### src/rtl/gba_bus_pkg.sv
// Shared types and defaults for the GBA memory-bus arbiter: arbitration states,
// default channel count and watchdog length, and the bus transfer-size encodings.
package gba_bus_pkg;

  localparam int NUM_DMA_DEF = 4;
  localparam int TIMEOUT_DEF = 1024;

  localparam logic [1:0] SIZE_BYTE = 2'b00;
  localparam logic [1:0] SIZE_HALF = 2'b01;
  localparam logic [1:0] SIZE_WORD = 2'b10;

  typedef enum logic [1:0] {
    CPU_OWN = 2'd0,
    TO_DMA  = 2'd1,
    DMA_OWN = 2'd2,
    TO_CPU  = 2'd3
  } arb_state_t;

endpackage

### src/rtl/gba_prio_enc.sv
// Fixed-priority encoder: reports the lowest set index of req, plus whether any bit is set.
module gba_prio_enc #(
  parameter int N  = 4,
  parameter int IW = (N > 1) ? $clog2(N) : 1
) (
  input  logic [N-1:0]  req,
  output logic [IW-1:0] idx,
  output logic          valid
);

  always_comb begin
    idx = '0;
    for (int i = N - 1; i >= 0; i--) begin
      if (req[i]) idx = IW'(i);
    end
  end

  assign valid = |req;

endmodule

### src/rtl/gba_bus_arbiter.sv
// CPU/DMA shared-bus arbiter: hands the bus to the highest-priority DMA channel at a
// CPU instruction boundary, re-arbitrates on unit-transfer boundaries, and revokes hung owners.
module gba_bus_arbiter
  import gba_bus_pkg::*;
#(
  parameter int NUM_DMA = NUM_DMA_DEF,
  parameter int TIMEOUT = TIMEOUT_DEF
) (
  input  logic                     clk,
  input  logic                     rst_b,
  input  logic [31:0]              cpu_addr,
  input  logic [31:0]              cpu_wdata,
  input  logic [1:0]               cpu_size,
  input  logic                     cpu_write,
  input  logic                     cpu_preemptable,
  output logic                     cpu_pause,
  input  logic [NUM_DMA-1:0]       dma_req,
  input  logic [NUM_DMA-1:0][31:0] dma_addr,
  input  logic [NUM_DMA-1:0][31:0] dma_wdata,
  input  logic [NUM_DMA-1:0][1:0]  dma_size,
  input  logic [NUM_DMA-1:0]       dma_write,
  input  logic [NUM_DMA-1:0]       dma_xfer_done,
  output logic [NUM_DMA-1:0]       dma_gnt,
  output logic [31:0]              bus_addr,
  output logic [31:0]              bus_wdata,
  output logic [1:0]               bus_size,
  output logic                     bus_write,
  input  logic                     bus_pause,
  output logic                     dma_active,
  output logic                     timeout_err
);

  localparam int OW = (NUM_DMA > 1) ? $clog2(NUM_DMA) : 1;
  localparam int CW = $clog2(TIMEOUT) + 1;

  arb_state_t         state_q, state_d;
  logic [OW-1:0]      owner_q, owner_d;
  logic [NUM_DMA-1:0] gnt_q, gnt_d;
  logic [NUM_DMA-1:0] mask_q, mask_d;
  logic [CW-1:0]      cnt_q, cnt_d;
  logic               err_q, err_d;

  logic [NUM_DMA-1:0] req_eff;
  logic [OW-1:0]      win_idx;
  logic               win_vld;
  logic               boundary;
  logic               expire;

  // A timed-out channel stays masked until it drops its request.
  assign req_eff = dma_req & ~mask_q;

  gba_prio_enc #(.N(NUM_DMA), .IW(OW)) u_prio (
    .req   (req_eff),
    .idx   (win_idx),
    .valid (win_vld)
  );

  assign boundary = !bus_pause && (dma_xfer_done[owner_q] || !dma_req[owner_q]);
  assign expire   = (cnt_q == CW'(TIMEOUT - 1));

  // The lowest pending index is also the correct choice when the owner is still
  // requesting: any lower index outranks it, otherwise the owner itself wins.
  always_comb begin
    state_d = state_q;
    owner_d = owner_q;
    cnt_d   = '0;
    err_d   = err_q;
    mask_d  = mask_q & dma_req;
    case (state_q)
      CPU_OWN: begin
        if (win_vld && cpu_preemptable && !bus_pause) begin
          state_d = TO_DMA;
          owner_d = win_idx;
        end
      end
      TO_DMA: begin
        if (!bus_pause) state_d = DMA_OWN;
      end
      DMA_OWN: begin
        cnt_d = cnt_q + 1'b1;
        if (boundary) begin
          cnt_d = '0;
          if (win_vld) owner_d = win_idx;
          else         state_d = TO_CPU;
        end else if (expire) begin
          cnt_d           = '0;
          state_d         = TO_CPU;
          err_d           = 1'b1;
          mask_d[owner_q] = 1'b1;
        end
      end
      TO_CPU: begin
        if (!bus_pause) state_d = CPU_OWN;
      end
      default: state_d = CPU_OWN;
    endcase
    gnt_d = (state_d == DMA_OWN) ? (NUM_DMA'(1) << owner_d) : '0;
  end

  always_ff @(posedge clk or negedge rst_b) begin
    if (!rst_b) begin
      state_q <= CPU_OWN;
      owner_q <= '0;
      gnt_q   <= '0;
      mask_q  <= '0;
      cnt_q   <= '0;
      err_q   <= 1'b0;
    end else begin
      state_q <= state_d;
      owner_q <= owner_d;
      gnt_q   <= gnt_d;
      mask_q  <= mask_d;
      cnt_q   <= cnt_d;
      err_q   <= err_d;
    end
  end

  // Handoff cycles keep the CPU address on the bus but never write.
  always_comb begin
    bus_addr  = cpu_addr;
    bus_wdata = cpu_wdata;
    bus_size  = cpu_size;
    bus_write = cpu_write;
    cpu_pause = 1'b1;
    case (state_q)
      CPU_OWN: cpu_pause = bus_pause;
      DMA_OWN: begin
        bus_addr  = dma_addr[owner_q];
        bus_wdata = dma_wdata[owner_q];
        bus_size  = dma_size[owner_q];
        bus_write = dma_write[owner_q];
      end
      default: bus_write = 1'b0;
    endcase
  end

  assign dma_active  = (state_q != CPU_OWN);
  assign dma_gnt     = gnt_q;
  assign timeout_err = err_q;

endmodule

### config.mk
export PLATFORM = sky130hd
export DESIGN_NAME = gba_bus_arbiter
export DESIGN_NICKNAME = d
export VERILOG_FILES = /design/src/rtl/gba_bus_pkg.sv /design/src/rtl/gba_prio_enc.sv /design/src/rtl/gba_bus_arbiter.sv
export SDC_FILE = /design/constraint.sdc
export NUM_CORES = 1
export LEC_CHECK = 0
export CORE_AREA = 3 3 162 164
export DETAILED_ROUTE_END_ITERATION = 12
export DIE_AREA = 0 0 165 167
export PLACE_DENSITY = 0.57
export SETUP_SLACK_MARGIN = 0.5
export SKIP_LAST_GASP = 1
export SYNTH_ARGS = -nofsm -noshare
export SYNTH_HDL_FRONTEND = slang
export SYNTH_HIERARCHICAL = 1
export SYNTH_SLANG_ARGS = --single-unit
### constraint.sdc
create_clock -name clk -period 2.6 [get_ports clk]
set_input_delay 0.39 -clock clk [delete_from_list [all_inputs] [get_ports clk]]
set_output_delay 0.39 -clock clk [all_outputs]
set_load 0.05 [all_outputs]
; Yosys cells after proc, flatten, opt, wreduce, memory -nomap -nowiden
; Cells that the tools add are included.
; W data, S select, Z words.
[totals]
output_inout_bits = 74
elab_cells = 72
regBits = 24
[classes]
n_mux = 41
n_reduce_logical = 11
bitwise = 5
n_shift = 1
eq_ne = 5
n_addsub = 1
magnitude_cmp = 2
[op_table]
columns = op, count
row1 = $bmux W32 S2, 2
row2 = $mux W32, 4
row3 = $mux W11, 3
row4 = $mux W2, 15
row5 = $mux W4, 4
row6 = $add A11 B1 Y11 const B, 1
row7 = $eq A11 B10 Y1 const B, 1
row8 = $and A4 B4 Y4, 2
row9 = $pmux W2 S4, 1
row10 = $bmux W1 S2, 3
row11 = $eq A2 B2 Y1 const B, 3
row12 = $mux W1, 5
row13 = $bmux W2 S2, 1
row14 = $logic_and A1 B1 Y1, 4
row15 = $not A4 Y4, 1
row16 = $or A4 B4 Y4, 1
row17 = $pmux W2 S2, 1
row18 = $reduce_or A4 Y1, 1
row19 = $shl A1 B2 Y4 const A, 1
row20 = $lt A2 B3 Y1 const B, 1
row21 = $reduce_and A3 Y1, 1
row22 = $demux W1 S2, 1
row23 = $eq A2 B1 Y1 const B, 1
row24 = $ge A2 B1 Y1 const B, 1
row25 = 6 further kinds, 7

; Longest topological paths before layout
; Gate-level depths: netlist of the first run.
[logic_depth]
ltp_word = 11
depth_mapped = 7
depth_no_buf = 7

; Cells and area by module
; The synthesis of the first run kept the hierarchy.
[by_module_without_submodules]
columns = mod, area_per_inst_um2, n_inst, cells_each, seq_area_each_um2
row1 = gba_bus_arbiter, 3731.1, 1, 431, 600.6
row2 = gba_prio_enc, 35.0, 1, 7, 0.0

; Worst setup path before layout of the first run
; OpenSTA, ideal clock, no wires.
[synth_path]
kind = reg2out
startpoint = register owner_q[0]
endpoint = output port bus_addr[0]
slack_ns = 0.391
arrival_time_ns = 1.819
path_stages_with_launch = 7
path_cell_list = dfrtp_1 > buf_6 > buf_2 > buf_2 > mux4_2 > nand2_1 > nand2_1
[synth_via]
elab_chain_cells = 3
[synth_lines]
columns = item, line_no
row1 = from (decl), gba_bus_arbiter.sv:37  ; logic [OW-1:0] owner_q, owner_d;
row2 = from (signal assigned), gba_bus_arbiter.sv:110  ; owner_q <= owner_d;
row3 = $bmux W32 S2, gba_bus_arbiter.sv:128  ; bus_addr = dma_addr[owner_q];
row4 = $mux W32 (not written as such), gba_bus_arbiter.sv:128
row5 = $mux W32, gba_bus_arbiter.sv:125  ; case (state_q)
row6 = to (decl), gba_bus_arbiter.sv:24  ; output logic [31:0] bus_addr,
; No other way between the ends. The select of a mux whose other input is x is not followed.

; Worst setup path after layout of the first run
[layout_path]
startpoint = register owner_q[0]
endpoint = output port bus_wdata[11]
[layout_via]
elab_chain_cells = 3
[layout_lines]
columns = item, line_no
row1 = $bmux W32 S2, gba_bus_arbiter.sv:129  ; bus_wdata = dma_wdata[owner_q];
row2 = $mux W32 (not written as such), gba_bus_arbiter.sv:129
row3 = $mux W32, gba_bus_arbiter.sv:125
row4 = to (decl), gba_bus_arbiter.sv:25  ; output logic [31:0] bus_wdata,
; No other way between the ends. The select of a mux whose other input is x is not followed.

==> results of run 1 <==
[per-layer routing]
layer  up-vias  track usage
met1      2514        0.212
met4         4       0.0179
met2       296        0.297
li1       2440            -
met3        14       0.0502
met5         -            0
[power by group through the flow]
stage / clock (mW) / combinational (mW) / sequential (mW)
finish: 0.328 / 9.37 / 0.582
global route: 0.359 / 9.85 / 0.597
CTS: 0.345 / 9.30 / 0.582
detailed placement: 0 / 8.08 / 0.587
global placement: 0 / 8.06 / 0.591
floorplan: 0 / 5.01 / 0.524
[cells by family (layout without fill, tap and decap cells)]
family,Yosys count,after routing,share of synthesized area
other cells,0,1,0
buf+inv,38,465,0.0439
mux,70,70,0.409
fa+ha+maj,1,1,0.00332
simple gates,274,274,0.320
compound gates,22,22,0.0429
xor+xnor,9,9,0.0209
flops,24,24,0.159
[layout make-up]
cell class                      instances  area, um^2
Antenna cell                            1        2.50
Sequential cell                        24         611
Tap cell                              330         413
Timing Repair Buffer                  459        5190
Multi-Input combinational cell        376        3310
Clock buffer                            3        75.1
Fill cell                            2503       15400
Inverter                                3        11.3
[timing repair]
item	in CTS	in global routing
pin swaps	15	14
gates cloned	9	0
gates resized for setup	76	45
setup endpoints to repair	68	88
buffers inserted	12	2
[flip-flops by register name, indices dropped and copies added, names as in the netlist]
| name | flops |
|---|---|
| state_q | 2 |
| timeout_err | 1 |
| owner_q | 2 |
| mask_q | 4 |
| dma_gnt | 4 |
| cnt_q | 11 |
[through the flow]
stage | power [mW] | instance area [um^2] | hold WS [ns] | util
floorplan | 5.54 | 3930 | 0.0944 | -
global placement | 8.65 | 8740 | 0.450 | 0.349
detailed placement | 8.67 | 8740 | 0.461 | 0.349
CTS | 10.2 | 9460 | 0.469 | 0.378
global route | 10.8 | 9620 | 0.496 | 0.384
finish | 10.3 | 9620 | 0.469 | 0.384
[worst max-delay path, stage by stage (launching register included)]
cell and delay [ns]:
dfrtp_4 0.52, buf_12 0.14, buf_16 0.14, buf_4 0.14, mux4_2 0.43, nand2_1 0.10, nand2_2 0.06, buf_12 0.14
[path summary, 6_finish.rpt]
path,startpoint,end,slack (ns),depth (start not counted)
setup / recovery,owner_q[0],bus_wdata[11],0.27,7
hold / removal,timeout_err,timeout_err,0.47,1
setup reg to reg,owner_q[0],state_q[0],0.41,7
hold reg to reg,timeout_err,timeout_err,0.47,1
max in group asynchronous,rst_b,cnt_q[4],1.46,2
min in group asynchronous,rst_b,cnt_q[0],0.56,1
[placed cells by master, fill, tap and decap left out, types with 2 or more instances in the layout]
cell type        count
clkdlybuf4s50_1    351
nand2_1            111
nand2_2             99
mux4_2              67
buf_12              35
buf_4               25
dfrtp_1             20
buf_8               19
nor2_1              18
buf_6               17
buf_16              11
nand3_1              6
xnor2_1              5
nand2b_1             5
xor2_1               4
nor3_2               3
and4b_1              3
nand4_1              3
inv_1                3
nand3b_1             3
a211o_1              3
a32oi_1              3
o21ai_2              3
nor2b_1              3
clkbuf_16            3
nor3_1               2
or2_2                2
a21oi_2              2
o211ai_1             2
dfrtp_4              2
dfrtp_2              2
==> reports/qor.csv, run 1 <==
metric,value,unit
Worst-path clk slew,0.06,ns
CTS Sinks,24,
number of global-route vias before repair,5499,
PwrDens,1070,nW/um^2
sequential share of power,0.057,
Max VDD drop,0.498,mV
Critical Path RT,2.21,ns
status,"finished, final reports clean",
Max-slew headroom,0.516,
ys flop type,dfrtp_1,
Yosys reg bits,24,
top cell type's share of synthesized area,0.401,
initial antenna violation count,6,
final setup TNS,0,ns
Final WS setup,0.267,ns
grt ovf,0,
Leakage,3.80,nW
CTS H-tree depth,1,
Slew Limit Fails,0,
Fmax achieved,0.429,GHz
top-count cell post-synth,nand2_1,
top layer in use,met5,
final setup violation count,0,
via count,5268,
detailed-route wire length,25200,um
Sw Share,0.516,
final routed DRC violation total,0,
clock power share,0.032,
"top cells by count, synth","nand2_1 (210), mux4_2 (67), dfrtp_1 (24)",
die height,167,um
synth unique cells,46,
fin cells,1196,
dpl ws,0.253,ns
Routed met2 length,12700,um
worst skew pair latency,0.26,ns
Die X,165,um
placed cells,1169,
Synth Area per Inst,8.60,um^2
root buf cell,clkbuf_16,
nets@finish,1215,
WL met3,2310,um
Synth Instances,438,
max-cap violations,0,
Startpoint Class,flop,
Yosys Warn Count,6,
deepest clock path buffer count,2,
wire length per cell,21.0,um
IO Port Bufs,420,
WL met1,10000,um
largest net degree at the start of global routing,69,
GRT Util Overall,0.170,
Worst EP arrival,1.94,ns
DRT antenna net count,0,
layout cells sized above 1,0.351,
RSZ-0062 raised after global routing,true,
Net Sw Power,5.30,mW
combinational power share,0.912,
Setup Crit Path Kind,reg2out,
ranking of synthesized cells by area,"mux4_2 (40%), nand2_1 (21%), dfrtp_1 (16%)",
share of the yosys chip area belonging to registers,0.159,
Initial Utilization,0.150,
routability congestion estimate from global placement,0.843,
number of synthesized flops with an enable pin,0,
Synth async-reset ratio,1.00,
die area,27600,um^2
DP Wirelength,19600,um
CTS tree,done,
element type at the critical path end,primary output,
Via density,4.40,
Pre-antenna DRT Iters,4,
Post-CTS Hold Buffers,0,
Final Cycle Share,0.897,
clock buffer count from CTS,3,
clock skew,0.00209,ns
core footprint,25000,um^2
HP Class,reg2reg,
cell row count,58,
cell taking the most area after synthesis,mux4_2,
worst slew pin tran,0.723,ns
I/O pin total,421,
Starting DRT DRC Count,241,
CP max FO,6,
final hold vios,0,
Syn Nets,786,
internal power,4.98,mW
Final min period,2.33,ns
mapped cell area,3770,um^2
Synth-to-Final Area Change,155,%
global-route wire length before repair,34800,um
Note: power is estimated with default switching activity, not from simulation.
==> run 2: changes to the inputs <==
--- a/config.mk
+++ b/config.mk
@@ -5,10 +5,12 @@
 export SDC_FILE = /design/constraint.sdc
 export NUM_CORES = 1
 export LEC_CHECK = 0
+export CAP_MARGIN = 20
 export CORE_AREA = 3 3 162 164
 export DETAILED_ROUTE_END_ITERATION = 12
 export DIE_AREA = 0 0 165 167
 export PLACE_DENSITY = 0.57
+export REMOVE_ABC_BUFFERS = 1
 export SETUP_SLACK_MARGIN = 0.5
 export SKIP_LAST_GASP = 1
 export SYNTH_ARGS = -nofsm -noshare
==> run 2 against run 1 <==
Net effect:
- final cell count up 0.25%
- non-clock buffer count is 2 higher
- routed wire length fell by 1.2%
- first-iteration DRC count is 38% higher
- via count shrank 2.3%
- highest routed layer is now met4
==> reports/qor.csv, run 2 (synthesis gave the netlist of run 1 again) <==
metric,value,unit,change
nets@finish,1217,,+0.16%
internal power,4.83,mW,-3.0%
clock skew,0.00240,ns,+0.000309 ns
Worst EP arrival,1.92,ns,-0.02 ns
"commonest non-fill, non-tap cell in the layout",clkdlybuf4s50_1,,
layout cells sized above 1,0.304,,-0.0473
CP max FO,6,,unchanged
combinational power share,0.909,,-0.003
"commonest non-fill, non-tap cells in the layout","clkdlybuf4s50_1 (351), nand2_1 (152), mux4_2 (67), nand2_2 (57), buf_12 (36)",,
cell row count,58,,unchanged
post-route cell area,9440,um^2,-1.8%
number of global-route vias before repair,5367,,-2.4%
largest net degree at the start of global routing,46,,-33%
initial antenna violation count,1,,-5
Startpoint Class,flop,,
Slew Limit Fails,0,,unchanged
Hold Path Cell Cnt,1,,unchanged
clock buffer count from CTS,3,,unchanged
IO Port Bufs,420,,unchanged
Synth-to-Final Area Change,151,%,
RSZ-0062 raised after global routing,true,,
Final Cycle Share,0.890,,-0.00711
CTS tree,done,,
die area,27600,um^2,unchanged
worst reg2reg path endpoint,dma_gnt[1],,
worst skew pair latency,0.26,ns,about the same
grt ovf,0,,unchanged
Max VDD drop,0.656,mV,+32%
wire length per cell,20.7,um,-1.4%
HP Class,reg2reg,,
detailed-route wire length,24900,um,-1.2%
Max-slew headroom,0.637,,+0.121
CTS Sinks,24,,unchanged
Worst-path clk slew,0.06,ns,about the same
Fin Hold WS,0.460,ns,-0.00850 ns
PwrDens,1060,nW/um^2,-0.59%
I/O pin total,421,,unchanged
Pre-antenna DRT Iters,4,,unchanged
die height,167,um,unchanged
clock power share,0.037,,+0.005
Final min period,2.31,ns,-0.0185 ns
deepest clock path buffer count,2,,unchanged
final setup violation count,0,,unchanged
Top reg by flops,cnt_q,,
Starting DRT DRC Count,332,,+38%
Largest register FFs,11,,unchanged
DRT antenna net count,0,,unchanged
routability congestion estimate from global placement,0.906,,+7.4%
element type at the critical path end,primary output,,
Setup Crit Path Kind,reg2out,,
reg2reg start,owner_q[0],,
status,"finished, final reports clean",,
r2r setup slk,0.50,ns,+0.09 ns
core footprint,25000,um^2,unchanged
Critical Path End,bus_wdata[22],,
max-cap violations,0,,unchanged
final hold vios,0,,unchanged
crit path launch,owner_q[0],,
via count,5146,,-2.3%
worst slew pin tran,0.543,ns,-0.181 ns
sequential share of power,0.054,,-0.003
Via density,4.29,,-2.6%
Fmax achieved,0.432,GHz,+0.80%
DP Wirelength,19500,um,-0.61%
final routed DRC violation total,0,,unchanged
Initial Utilization,0.150,,unchanged
Net Sw Power,5.21,mW,-1.8%
global-route wire length before repair,34700,um,-0.34%
CTS H-tree depth,1,,unchanged
Sw Share,0.519,,+0.00302
Leakage,3.78,nW,-0.77%
Area after DPL,8610,um^2,-1.6%
Critical Path RT,2.21,ns,about the same
GRT Util Overall,0.168,,-0.00192
root buf cell,clkbuf_16,,
reg2reg path depth,8,,+1
Die X,165,um,unchanged
run 2: routing by layer:
layer	up-vias	wire length (um)	share of wire	global-route usage
met5	-	0	0	0
met4	0	365	0.015	0.0237
met3	22	2020	0.081	0.0353
met2	223	13000	0.52	0.305
met1	2461	9500	0.38	0.206
li1	2440	-	-	-
run 2: how the worst min path moves through the flow:
stage	start	slack (ns)	end
6_report	cnt_q[0]	0.46	cnt_q[0]
5_1_grt	cnt_q[0]	0.49	cnt_q[0]
4_1_cts	cnt_q[0]	0.46	cnt_q[0]
3_5_place_dp	cnt_q[0]	0.45	cnt_q[0]
3_3_place_gp	timeout_err	0.45	timeout_err
2_1_floorplan	rst_b	0.09	cnt_q[0]
run 2: power groups by stage:
stage / Sequential (mW) / Combinational, mW / Clock [mW]
floorplan: 0.884 / 4.45 / 0
global placement: 0.648 / 7.85 / 0
detailed placement: 0.646 / 7.86 / 0
CTS: 0.545 / 8.79 / 0.383
global route: 0.555 / 9.60 / 0.399
finish: 0.545 / 9.12 / 0.369
run 2: per-stage QoR:
step	util	cells	setup WS (ns)	TNS, ns	total power [mW]
6_report	0.377	1199	0.286	0	10.0
5_1_grt	0.377	1199	0.216	0	10.6
4_1_cts	0.366	1191	0.278	0	9.71
3_5_place_dp	0.344	1167	0.205	0	8.50
3_3_place_gp	0.344	1167	0.231	0	8.50
2_1_floorplan	-	403	-1.89	-147.08	5.34
run 2: critical path, cell delays in order, from the launching register on:
cell,delay [ns]
dfrtp_4,0.50
buf_12,0.17
buf_12,0.13
buf_16,0.13
mux4_2,0.44
nand2_2,0.09
nand2_2,0.06
buf_12,0.14
run 2: area by class of cell:
cell class	count	area (um^2)
diodes	1	2.50
clock buffers	4	88.8
fillers	2499	15600
inverters	3	11.3
multi-input cells	376	3220
flip-flops and latches	24	611
well taps	330	413
repair buffers	461	5100
run 2: what timing repair did:
action | 4_1_cts | 5_1_grt
setup endpoints to repair | 76 | 78
setup buffers | 15 | 5
pin swaps | 8 | 14
cloned | 5 | 2
hold buffers | 0 | 0
gates resized for setup | 60 | 57
